--- config.mk ---
export PLATFORM = sky130hd
export DESIGN_NAME = from_axis_converter
export DESIGN_NICKNAME = d
export VERILOG_FILES = /design/src/rtl/from_axis_pkg.sv /design/src/rtl/fax_byte_fifo.sv /design/src/rtl/from_axis_converter.sv
export SDC_FILE = /design/constraint.sdc
export NUM_CORES = 2
export LEC_CHECK = 0
export CAP_MARGIN = 10
export CORE_UTILIZATION = 30
export DETAILED_ROUTE_END_ITERATION = 10
export HOLD_SLACK_MARGIN = 0.05
export PLACE_DENSITY = 0.51
export SETUP_SLACK_MARGIN = 0.02
export SYNTH_ARGS = -nofsm -noshare
export SYNTH_HDL_FRONTEND = slang
export SYNTH_SLANG_ARGS = --single-unit
--- constraint.sdc ---
create_clock -name clk -period 6 [get_ports clk]
set_input_delay 1.2 -clock clk [delete_from_list [all_inputs] [get_ports clk]]
set_output_delay 1.2 -clock clk [all_outputs]
set_load 0.05 [all_outputs]
--- src/rtl/from_axis_pkg.sv ---
// Shared types and entry layout for the AXIS-to-GEM TX FIFO read-port converter.
package from_axis_pkg;

    localparam int unsigned ENTRY_W  = 10;
    localparam int unsigned DATA_LSB = 0;
    localparam int unsigned LAST_BIT = 8;
    localparam int unsigned ERR_BIT  = 9;

    typedef enum logic [1:0] {
        ST_IDLE  = 2'd0,
        ST_SEND  = 2'd1,
        ST_FLUSH = 2'd2
    } rd_state_e;

endpackage

--- src/rtl/fax_byte_fifo.sv ---
// Single-clock DEPTH x ENTRY_W entry FIFO with an in-place "close frame" update
// of the most recently written entry.
module fax_byte_fifo
    import from_axis_pkg::*;
#(
    parameter int unsigned DEPTH = 256
) (
    input  logic                   clk,
    input  logic                   rst,
    input  logic                   push_i,
    input  logic [ENTRY_W-1:0]     wdata_i,
    input  logic                   set_last_i,
    input  logic                   set_err_i,
    input  logic                   pop_i,
    output logic [ENTRY_W-1:0]     rdata_o,
    output logic                   empty_o,
    output logic [$clog2(DEPTH):0] level_nxt_o
);

    localparam int unsigned AW = $clog2(DEPTH);
    localparam logic [AW:0] FULL_LVL = (AW+1)'(DEPTH);

    logic [ENTRY_W-1:0] mem_q [DEPTH];
    logic [AW-1:0]      wr_ptr_q, rd_ptr_q, prev_ptr;
    logic [AW:0]        level_q;
    logic               do_push, do_pop;

    assign empty_o  = (level_q == '0);
    assign do_push  = push_i && (level_q != FULL_LVL);
    assign do_pop   = pop_i && !empty_o;
    assign prev_ptr = wr_ptr_q - AW'(1);
    assign rdata_o  = mem_q[rd_ptr_q];

    always_comb begin
        level_nxt_o = level_q;
        case ({do_push, do_pop})
            2'b10:   level_nxt_o = level_q + (AW+1)'(1);
            2'b01:   level_nxt_o = level_q - (AW+1)'(1);
            default: level_nxt_o = level_q;
        endcase
    end

    // A discarded tlast beat closes the frame by patching the entry already stored.
    always_ff @(posedge clk) begin
        if (do_push) begin
            mem_q[wr_ptr_q] <= wdata_i;
        end else if (set_last_i) begin
            mem_q[prev_ptr][LAST_BIT] <= 1'b1;
            if (set_err_i) begin
                mem_q[prev_ptr][ERR_BIT] <= 1'b1;
            end
        end
    end

    always_ff @(posedge clk) begin
        if (rst) begin
            wr_ptr_q <= '0;
            rd_ptr_q <= '0;
            level_q  <= '0;
        end else begin
            if (do_push) wr_ptr_q <= wr_ptr_q + AW'(1);
            if (do_pop)  rd_ptr_q <= rd_ptr_q + AW'(1);
            level_q <= level_nxt_o;
        end
    end

endmodule

--- src/rtl/from_axis_converter.sv ---
// AXI-Stream slave feeding the GEM external TX FIFO read port, plus the TX status toggle handshake.
// Optional cut-through start and underflow flush: define FROM_AXIS_CUT_THROUGH_EN.
module from_axis_converter
    import from_axis_pkg::*;
#(
    parameter int unsigned DEPTH     = 256,
    parameter int unsigned CT_THRESH = 64
) (
    input  logic       clk,
    input  logic       rst,
    input  logic [7:0] s_axis_tdata,
    input  logic       s_axis_tkeep,
    input  logic       s_axis_tvalid,
    input  logic       s_axis_tlast,
    input  logic       s_axis_tuser,
    output logic       s_axis_tready,
    input  logic       tx_r_rd,
    output logic       tx_r_data_rdy,
    output logic       tx_r_valid,
    output logic [7:0] tx_r_data,
    output logic       tx_r_sop,
    output logic       tx_r_eop,
    output logic       tx_r_err,
    output logic       tx_r_underflow,
    output logic       tx_r_flushed,
    output logic       tx_r_control,
    input  logic       dma_tx_end_tog,
    input  logic [3:0] tx_r_status,
    output logic       dma_tx_status_tog,
    output logic [3:0] tx_status,
    output logic       tx_status_valid
);

    localparam int unsigned LW = $clog2(DEPTH) + 1;
    localparam logic [LW-1:0] FULL_LVL = LW'(DEPTH);

    if (DEPTH < 16 || (DEPTH & (DEPTH - 1)) != 0 || CT_THRESH >= DEPTH) begin : g_bad_cfg
        $error("from_axis_converter: DEPTH must be a power of 2 >= 16 and CT_THRESH < DEPTH");
    end

    logic               tready_q, tready_d;
    logic               open_q, open_d;
    logic               err_stk_q, err_stk_d;
    logic [LW-1:0]      frame_cnt_q, frame_cnt_d;
    logic               data_rdy_q, data_rdy_d;
    rd_state_e          state_q, state_d;

    logic               beat, wr_kept, merge_last, frame_end, err_acc;
    logic               pop, empty, is_last;
    logic [ENTRY_W-1:0] wdata, rdata;
    logic [LW-1:0]      level_nxt;

    logic               vld_d, sop_d, eop_d, err_d, uf_d, fl_d;
    logic [7:0]         data_d;

    logic               end_tog_q, status_valid_q, status_tog_q, end_edge;
    logic [3:0]         status_q;

    assign beat       = s_axis_tvalid && tready_q;
    assign wr_kept    = beat && s_axis_tkeep;
    assign merge_last = beat && !s_axis_tkeep && s_axis_tlast && open_q && !empty;
    assign frame_end  = (wr_kept && s_axis_tlast) || merge_last;
    assign err_acc    = err_stk_q || s_axis_tuser;
    assign wdata      = {err_acc && s_axis_tlast, s_axis_tlast, s_axis_tdata};
    assign is_last    = rdata[LAST_BIT];

    fax_byte_fifo #(.DEPTH(DEPTH)) u_fifo (
        .clk         (clk),
        .rst         (rst),
        .push_i      (wr_kept),
        .wdata_i     (wdata),
        .set_last_i  (merge_last),
        .set_err_i   (err_acc),
        .pop_i       (pop),
        .rdata_o     (rdata),
        .empty_o     (empty),
        .level_nxt_o (level_nxt)
    );

    always_comb begin
        tready_d  = (level_nxt != FULL_LVL);
        open_d    = open_q;
        err_stk_d = err_stk_q;
        if (frame_end)    open_d = 1'b0;
        else if (wr_kept) open_d = 1'b1;
        if (beat && s_axis_tlast)      err_stk_d = 1'b0;
        else if (beat && s_axis_tuser) err_stk_d = 1'b1;
    end

    always_comb begin
        state_d = state_q;
        pop     = 1'b0;
        vld_d   = 1'b0;
        data_d  = '0;
        sop_d   = 1'b0;
        eop_d   = 1'b0;
        err_d   = 1'b0;
        uf_d    = 1'b0;
        fl_d    = 1'b0;
        case (state_q)
            ST_IDLE: begin
                if (tx_r_rd && data_rdy_q && !empty) begin
                    pop    = 1'b1;
                    vld_d  = 1'b1;
                    data_d = rdata[DATA_LSB +: 8];
                    sop_d  = 1'b1;
                    eop_d  = is_last;
                    err_d  = is_last && rdata[ERR_BIT];
                    if (!is_last) state_d = ST_SEND;
                end
            end
            ST_SEND: begin
                if (tx_r_rd) begin
                    if (!empty) begin
                        pop    = 1'b1;
                        vld_d  = 1'b1;
                        data_d = rdata[DATA_LSB +: 8];
                        eop_d  = is_last;
                        err_d  = is_last && rdata[ERR_BIT];
                        if (is_last) state_d = ST_IDLE;
                    end
`ifdef FROM_AXIS_CUT_THROUGH_EN
                    else begin
                        vld_d   = 1'b1;
                        uf_d    = 1'b1;
                        state_d = ST_FLUSH;
                    end
`endif
                end
            end
            ST_FLUSH: begin
                if (!empty) begin
                    pop = 1'b1;
                    if (is_last) begin
                        fl_d    = 1'b1;
                        state_d = ST_IDLE;
                    end
                end
            end
            default: state_d = ST_IDLE;
        endcase
    end

    always_comb begin
        frame_cnt_d = frame_cnt_q;
        case ({frame_end, pop && is_last})
            2'b10:   frame_cnt_d = frame_cnt_q + LW'(1);
            2'b01:   frame_cnt_d = frame_cnt_q - LW'(1);
            default: frame_cnt_d = frame_cnt_q;
        endcase
        data_rdy_d = (frame_cnt_d != '0);
`ifdef FROM_AXIS_CUT_THROUGH_EN
        if (level_nxt >= LW'(CT_THRESH)) data_rdy_d = 1'b1;
`endif
    end

    always_ff @(posedge clk) begin
        if (rst) begin
            tready_q       <= 1'b1;
            open_q         <= 1'b0;
            err_stk_q      <= 1'b0;
            frame_cnt_q    <= '0;
            data_rdy_q     <= 1'b0;
            state_q        <= ST_IDLE;
            tx_r_valid     <= 1'b0;
            tx_r_data      <= '0;
            tx_r_sop       <= 1'b0;
            tx_r_eop       <= 1'b0;
            tx_r_err       <= 1'b0;
            tx_r_underflow <= 1'b0;
            tx_r_flushed   <= 1'b0;
        end else begin
            tready_q       <= tready_d;
            open_q         <= open_d;
            err_stk_q      <= err_stk_d;
            frame_cnt_q    <= frame_cnt_d;
            data_rdy_q     <= data_rdy_d;
            state_q        <= state_d;
            tx_r_valid     <= vld_d;
            tx_r_data      <= data_d;
            tx_r_sop       <= sop_d;
            tx_r_eop       <= eop_d;
            tx_r_err       <= err_d;
            tx_r_underflow <= uf_d;
            tx_r_flushed   <= fl_d;
        end
    end

    // Each captured status returns its toggle one cycle later, so back-to-back edges stay ordered.
    assign end_edge = dma_tx_end_tog ^ end_tog_q;

    always_ff @(posedge clk) begin
        if (rst) begin
            end_tog_q      <= 1'b0;
            status_q       <= '0;
            status_valid_q <= 1'b0;
            status_tog_q   <= 1'b0;
        end else begin
            end_tog_q      <= dma_tx_end_tog;
            status_valid_q <= end_edge;
            if (end_edge)       status_q     <= tx_r_status;
            if (status_valid_q) status_tog_q <= ~status_tog_q;
        end
    end

    assign s_axis_tready     = tready_q;
    assign tx_r_data_rdy     = data_rdy_q;
    assign tx_r_control      = 1'b0;
    assign tx_status         = status_q;
    assign tx_status_valid   = status_valid_q;
    assign dma_tx_status_tog = status_tog_q;

endmodule

==> metrics.txt <==
# TYPE chip_impl_metric gauge
chip_impl_info{name="run_status",value="complete, no violations"} 1
chip_impl_metric{name="cp_arrival",unit="ns"} 6.01
chip_impl_metric{name="final_util",unit=""} 0.349
chip_impl_metric{name="cellPowerDensity",unit="nW/um^2"} 314
chip_impl_info{name="rsz0062_at_grt",value="false"} 1
chip_impl_metric{name="antenna_violations_before_repair",unit=""} 16
chip_impl_metric{name="timing.final.setup_violations",unit=""} 0
chip_impl_info{name="holdCritPathClass",value="flop to flop"} 1
chip_impl_metric{name="num_vias",unit=""} 52800
chip_impl_info{name="cp-start-kind",value="flop"} 1
chip_impl_metric{name="clock.fmax",unit="MHz"} 190
chip_impl_metric{name="globalRoute.totalOverflow",unit=""} 0
chip_impl_info{name="worstSetupEndpointType",value="flop"} 1
chip_impl_metric{name="synth.lib_cells_used.distinct",unit=""} 77
chip_impl_metric{name="dieWidth",unit="microns"} 595
chip_impl_metric{name="yosys_warnings",unit=""} 0
chip_impl_info{name="synth_ff_type",value="sky130_fd_sc_hd__edfxtp_1"} 1
chip_impl_metric{name="placement_rows",unit=""} 217
chip_impl_metric{name="final_period_minus_worst_setup_slack",unit="ns"} 5.27
chip_impl_metric{name="leakage",unit="nW"} 36.0
chip_impl_metric{name="tritoncts_num_sinks",unit=""} 2626
chip_impl_metric{name="worstMarginPinSlew",unit="ns"} 1.30
chip_impl_info{name="timing.critical_path.to",value="tx_r_data_rdy$_SDFF_PP0_"} 1
chip_impl_metric{name="maxSlewViolCount",unit=""} 0
chip_impl_metric{name="antenna_violating_nets_left",unit=""} 0
chip_impl_metric{name="io_buffer_count",unit=""} 39
chip_impl_metric{name="dieArea",unit="sq um"} 354000
chip_impl_metric{name="mapped_cell_area",unit="sq um"} 105000
chip_impl_metric{name="finalHoldViolCount",unit=""} 0
chip_impl_info{name="synth_common_cells",value="sky130_fd_sc_hd__edfxtp_1, sky130_fd_sc_hd__nor2_1, sky130_fd_sc_hd__mux4_2, sky130_fd_sc_hd__buf_2, sky130_fd_sc_hd__clkbuf_1"} 1
chip_impl_metric{name="post_drt_via_cell_ratio",unit=""} 5.03
chip_impl_metric{name="gp_congestion",unit=""} 0.799
chip_impl_metric{name="dpl.hpwl",unit="microns"} 170000
chip_impl_metric{name="via_count_of_the_first_global_routing_pass",unit=""} 54100
chip_impl_metric{name="chipHeight",unit="microns"} 595
chip_impl_info{name="synth.area.top_cells",value="sky130_fd_sc_hd__edfxtp_1, sky130_fd_sc_hd__mux4_2, sky130_fd_sc_hd__nor2_1, sky130_fd_sc_hd__dfxtp_1, sky130_fd_sc_hd__buf_2"} 1
chip_impl_metric{name="cap_viol_max_count",unit=""} 0
chip_impl_metric{name="critical_path.max_fanout",unit=""} 48
chip_impl_metric{name="worst_hold_slack",unit="ns"} 0.477
chip_impl_metric{name="cts-htree-levels",unit=""} 5
chip_impl_metric{name="cts_post_setup_buffers_inserted",unit=""} 0
chip_impl_metric{name="drtIter0Drc",unit=""} 5121
chip_impl_metric{name="syn_area_per_cell",unit="sq um"} 19.7
chip_impl_metric{name="placeableCoreArea",unit="sq um"} 350000
chip_impl_metric{name="slew_headroom",unit=""} 0.135
chip_impl_metric{name="syn_inst",unit=""} 5349
chip_impl_info{name="synth_largest_area_cell",value="sky130_fd_sc_hd__edfxtp_1"} 1
chip_impl_metric{name="final.fill_count",unit=""} 32600
chip_impl_metric{name="synth_top_area_frac",unit=""} 0.729
chip_impl_metric{name="yosys_reg_bits",unit=""} 2626
chip_impl_metric{name="totalWireLength",unit="microns"} 275000
chip_impl_metric{name="finish.net_count",unit=""} 5711
chip_impl_info{name="yosys.cell_count.top_type",value="sky130_fd_sc_hd__edfxtp_1"} 1
chip_impl_metric{name="drt_pre_antenna_iters",unit=""} 7
chip_impl_metric{name="drive_above_1_share",unit=""} 0.272
chip_impl_metric{name="ctsResizeCount",unit=""} 0
chip_impl_info{name="cell_chosen_for_the_clock_root",value="sky130_fd_sc_hd__clkbuf_16"} 1
chip_impl_metric{name="synth-seq-area-share",unit=""} 0.741
chip_impl_metric{name="grt_start_max_net_pins",unit=""} 195
chip_impl_metric{name="areaGrowthSynthToFinish",unit="%"} 15.6
chip_impl_metric{name="worst_path_clk_slew",unit="ns"} 0.06
chip_impl_info{name="r2r_end",value="tx_r_data_rdy$_SDFF_PP0_"} 1
chip_impl_metric{name="synth_enable_flop_cells",unit=""} 2560
chip_impl_metric{name="design.portCount",unit=""} 43
chip_impl_metric{name="cts_buffers",unit=""} 289
chip_impl_metric{name="postCtsHoldBufs",unit=""} 0
chip_impl_metric{name="clock_insertion_delay_worst_skew",unit="ns"} 0.90
chip_impl_metric{name="worst-r2r-setup-slack",unit="ns"} 0.73
chip_impl_info{name="tritoncts",value="built"} 1
chip_impl_info{name="path_class",value="flop to flop"} 1
chip_impl_metric{name="initial_core_util",unit=""} 0.302
chip_impl_metric{name="length_in_cells_of_the_worst_reg_to_reg_path",unit=""} 18
chip_impl_metric{name="groute.usage.overall",unit=""} 0.153
chip_impl_metric{name="drcViolationCount",unit=""} 0
chip_impl_metric{name="final_min_period_over_clock_period",unit=""} 0.879
chip_impl_metric{name="final.setup_skew",unit="ns"} 0.0619
chip_impl_metric{name="first_pass_grt_wire_length",unit="microns"} 396000
chip_impl_metric{name="drt-wirelength-per-cell",unit="microns"} 26.2
chip_impl_metric{name="critPathRequiredTime",unit="ns"} 6.74
chip_impl_metric{name="synthArstFlopShare",unit=""} 0
chip_impl_metric{name="power.ir.vdd_worst",unit="V"} 0.000229
chip_impl_metric{name="ctsLongestPathBuffers",unit=""} 4
[registers in the layout, indices dropped and copies added, names as in the netlist, 4 cells and up, named ones only]
name,cells
u_fifo.mem_q,2560
frame_cnt_q,9
u_fifo.level_q,9
tx_r_data,8
u_fifo.rd_ptr_q,8
u_fifo.wr_ptr_q,8
tx_status,4
[layout by cell type (no fill, tap or decap), types with 25 or more instances in the layout]
cell type,Yosys,final
sky130_fd_sc_hd__nand4_1,36,36
sky130_fd_sc_hd__nand2_1,89,80
sky130_fd_sc_hd__nor2b_1,67,66
sky130_fd_sc_hd__nor3_1,39,39
sky130_fd_sc_hd__buf_12,0,32
sky130_fd_sc_hd__clkinv_2,0,36
sky130_fd_sc_hd__nand2_2,16,25
sky130_fd_sc_hd__clkbuf_1,116,68
sky130_fd_sc_hd__clkbuf_16,0,291
sky130_fd_sc_hd__nand3_1,39,39
sky130_fd_sc_hd__a22oi_1,37,37
sky130_fd_sc_hd__nand2b_1,47,47
sky130_fd_sc_hd__clkinv_1,4,63
sky130_fd_sc_hd__edfxtp_1,2560,2560
sky130_fd_sc_hd__buf_4,50,332
sky130_fd_sc_hd__mux4_2,755,755
sky130_fd_sc_hd__mux2i_1,41,41
sky130_fd_sc_hd__a21oi_1,29,29
sky130_fd_sc_hd__clkdlybuf4s50_1,0,37
sky130_fd_sc_hd__nor2_1,832,830
sky130_fd_sc_hd__dfxtp_1,66,61
[area by class of cell]
cell class	count	area (sq um)	area share
Sequential cell	2626	78200	0.641
Multi-Input combinational cell	2326	25300	0.208
Clock buffer	368	7660	0.0628
Tap cell	4599	5750	0.0472
Timing Repair Buffer	406	3540	0.0290
Clock inverter	145	1340	0.0110
Inverter	27	101	0.000831
Antenna cell	4	10.0	0.0000821
[where the power goes]
group / leakage (nW) / switching (mW) / internal, mW
combinational: 8.11 / 0.761 / 0.407
sequential: 23.6 / 0.0213 / 20.2
clock: 4.36 / 7.35 / 9.64
total: 36.0 / 8.14 / 30.2
[cells by family after synthesis]
kind of cell / count (synthesis) / share of synthesized area
AND/OR/NAND/NOR: 1292 / 0.0559
other: 1 / 0.0000355
multiplexers: 802 / 0.166
flip-flops: 2626 / 0.741
buffers and inverters: 399 / 0.0201
AO/OA/AOI/OAI: 178 / 0.0122
adder cells (fa/ha/maj): 15 / 0.00185
XOR/XNOR: 36 / 0.00306
[critical path: stages, from the launching register on]
cell,delay (ns)
sky130_fd_sc_hd__dfxtp_4,0.84
sky130_fd_sc_hd__buf_4,0.33
sky130_fd_sc_hd__mux4_2,0.22
sky130_fd_sc_hd__a22oi_1,0.09
sky130_fd_sc_hd__a21oi_1,0.18
sky130_fd_sc_hd__nor2_1,0.07
sky130_fd_sc_hd__a211oi_1,0.59
sky130_fd_sc_hd__nand2_1,0.25
sky130_fd_sc_hd__nor2_1,0.24
sky130_fd_sc_hd__ha_1,0.27
sky130_fd_sc_hd__xor2_1,0.09
sky130_fd_sc_hd__ha_1,0.25
sky130_fd_sc_hd__nor3b_1,0.15
sky130_fd_sc_hd__o21ai_0,0.28
sky130_fd_sc_hd__nand2_1,0.13
sky130_fd_sc_hd__a211oi_1,0.37
sky130_fd_sc_hd__xnor2_1,0.19
sky130_fd_sc_hd__nor4bb_1,0.35
sky130_fd_sc_hd__a41oi_1,0.15
[per-stage QoR]
step	cell area [sq um]	std cells	setup slack, ns	setup TNS (ns)	power (mW)
3_3_place_gp	113000	9981	-0.254	-0.254	21.7
6_report	122000	10500	0.727	0	38.3
2_1_floorplan	106000	5351	-0.0383	-9.81	21.3
4_1_cts	122000	10500	0.683	0	38.8
5_1_grt	122000	10500	0.305	0	39.5
3_5_place_dp	113000	9984	0.727	0	21.8
[how the worst min path moves through the flow]
| stage | cells after the start | slack (ns) | end | from |
|---|---|---|---|---|
| after floorplan | 1 | 0.44 | tx_r_sop$_SDFF_PP0_ | state_q[0]$_SDFFE_PP0P_ |
| after global placement | 1 | 0.46 | tx_r_sop$_SDFF_PP0_ | state_q[0]$_SDFFE_PP0P_ |
| after detailed placement | 1 | 0.48 | tx_r_sop$_SDFF_PP0_ | state_q[0]$_SDFFE_PP0P_ |
| after CTS | 2 | 0.48 | tx_r_sop$_SDFF_PP0_ | tx_r_data_rdy$_SDFF_PP0_ |
| after global routing | 1 | 0.51 | tx_r_sop$_SDFF_PP0_ | state_q[0]$_SDFFE_PP0P_ |
| final | 2 | 0.48 | tx_r_sop$_SDFF_PP0_ | tx_r_data_rdy$_SDFF_PP0_ |
[layer usage]
layer  GRT usage  routed length, microns  up-vias
met5           0                      77        -
met4      0.0363                    5610       12
met3      0.0234                   16400      327
met2       0.250                  133000     1645
met1       0.215                  120000    28600
li1            -                       -    22200
No activity file was read; power rests on OpenSTA's default activity.
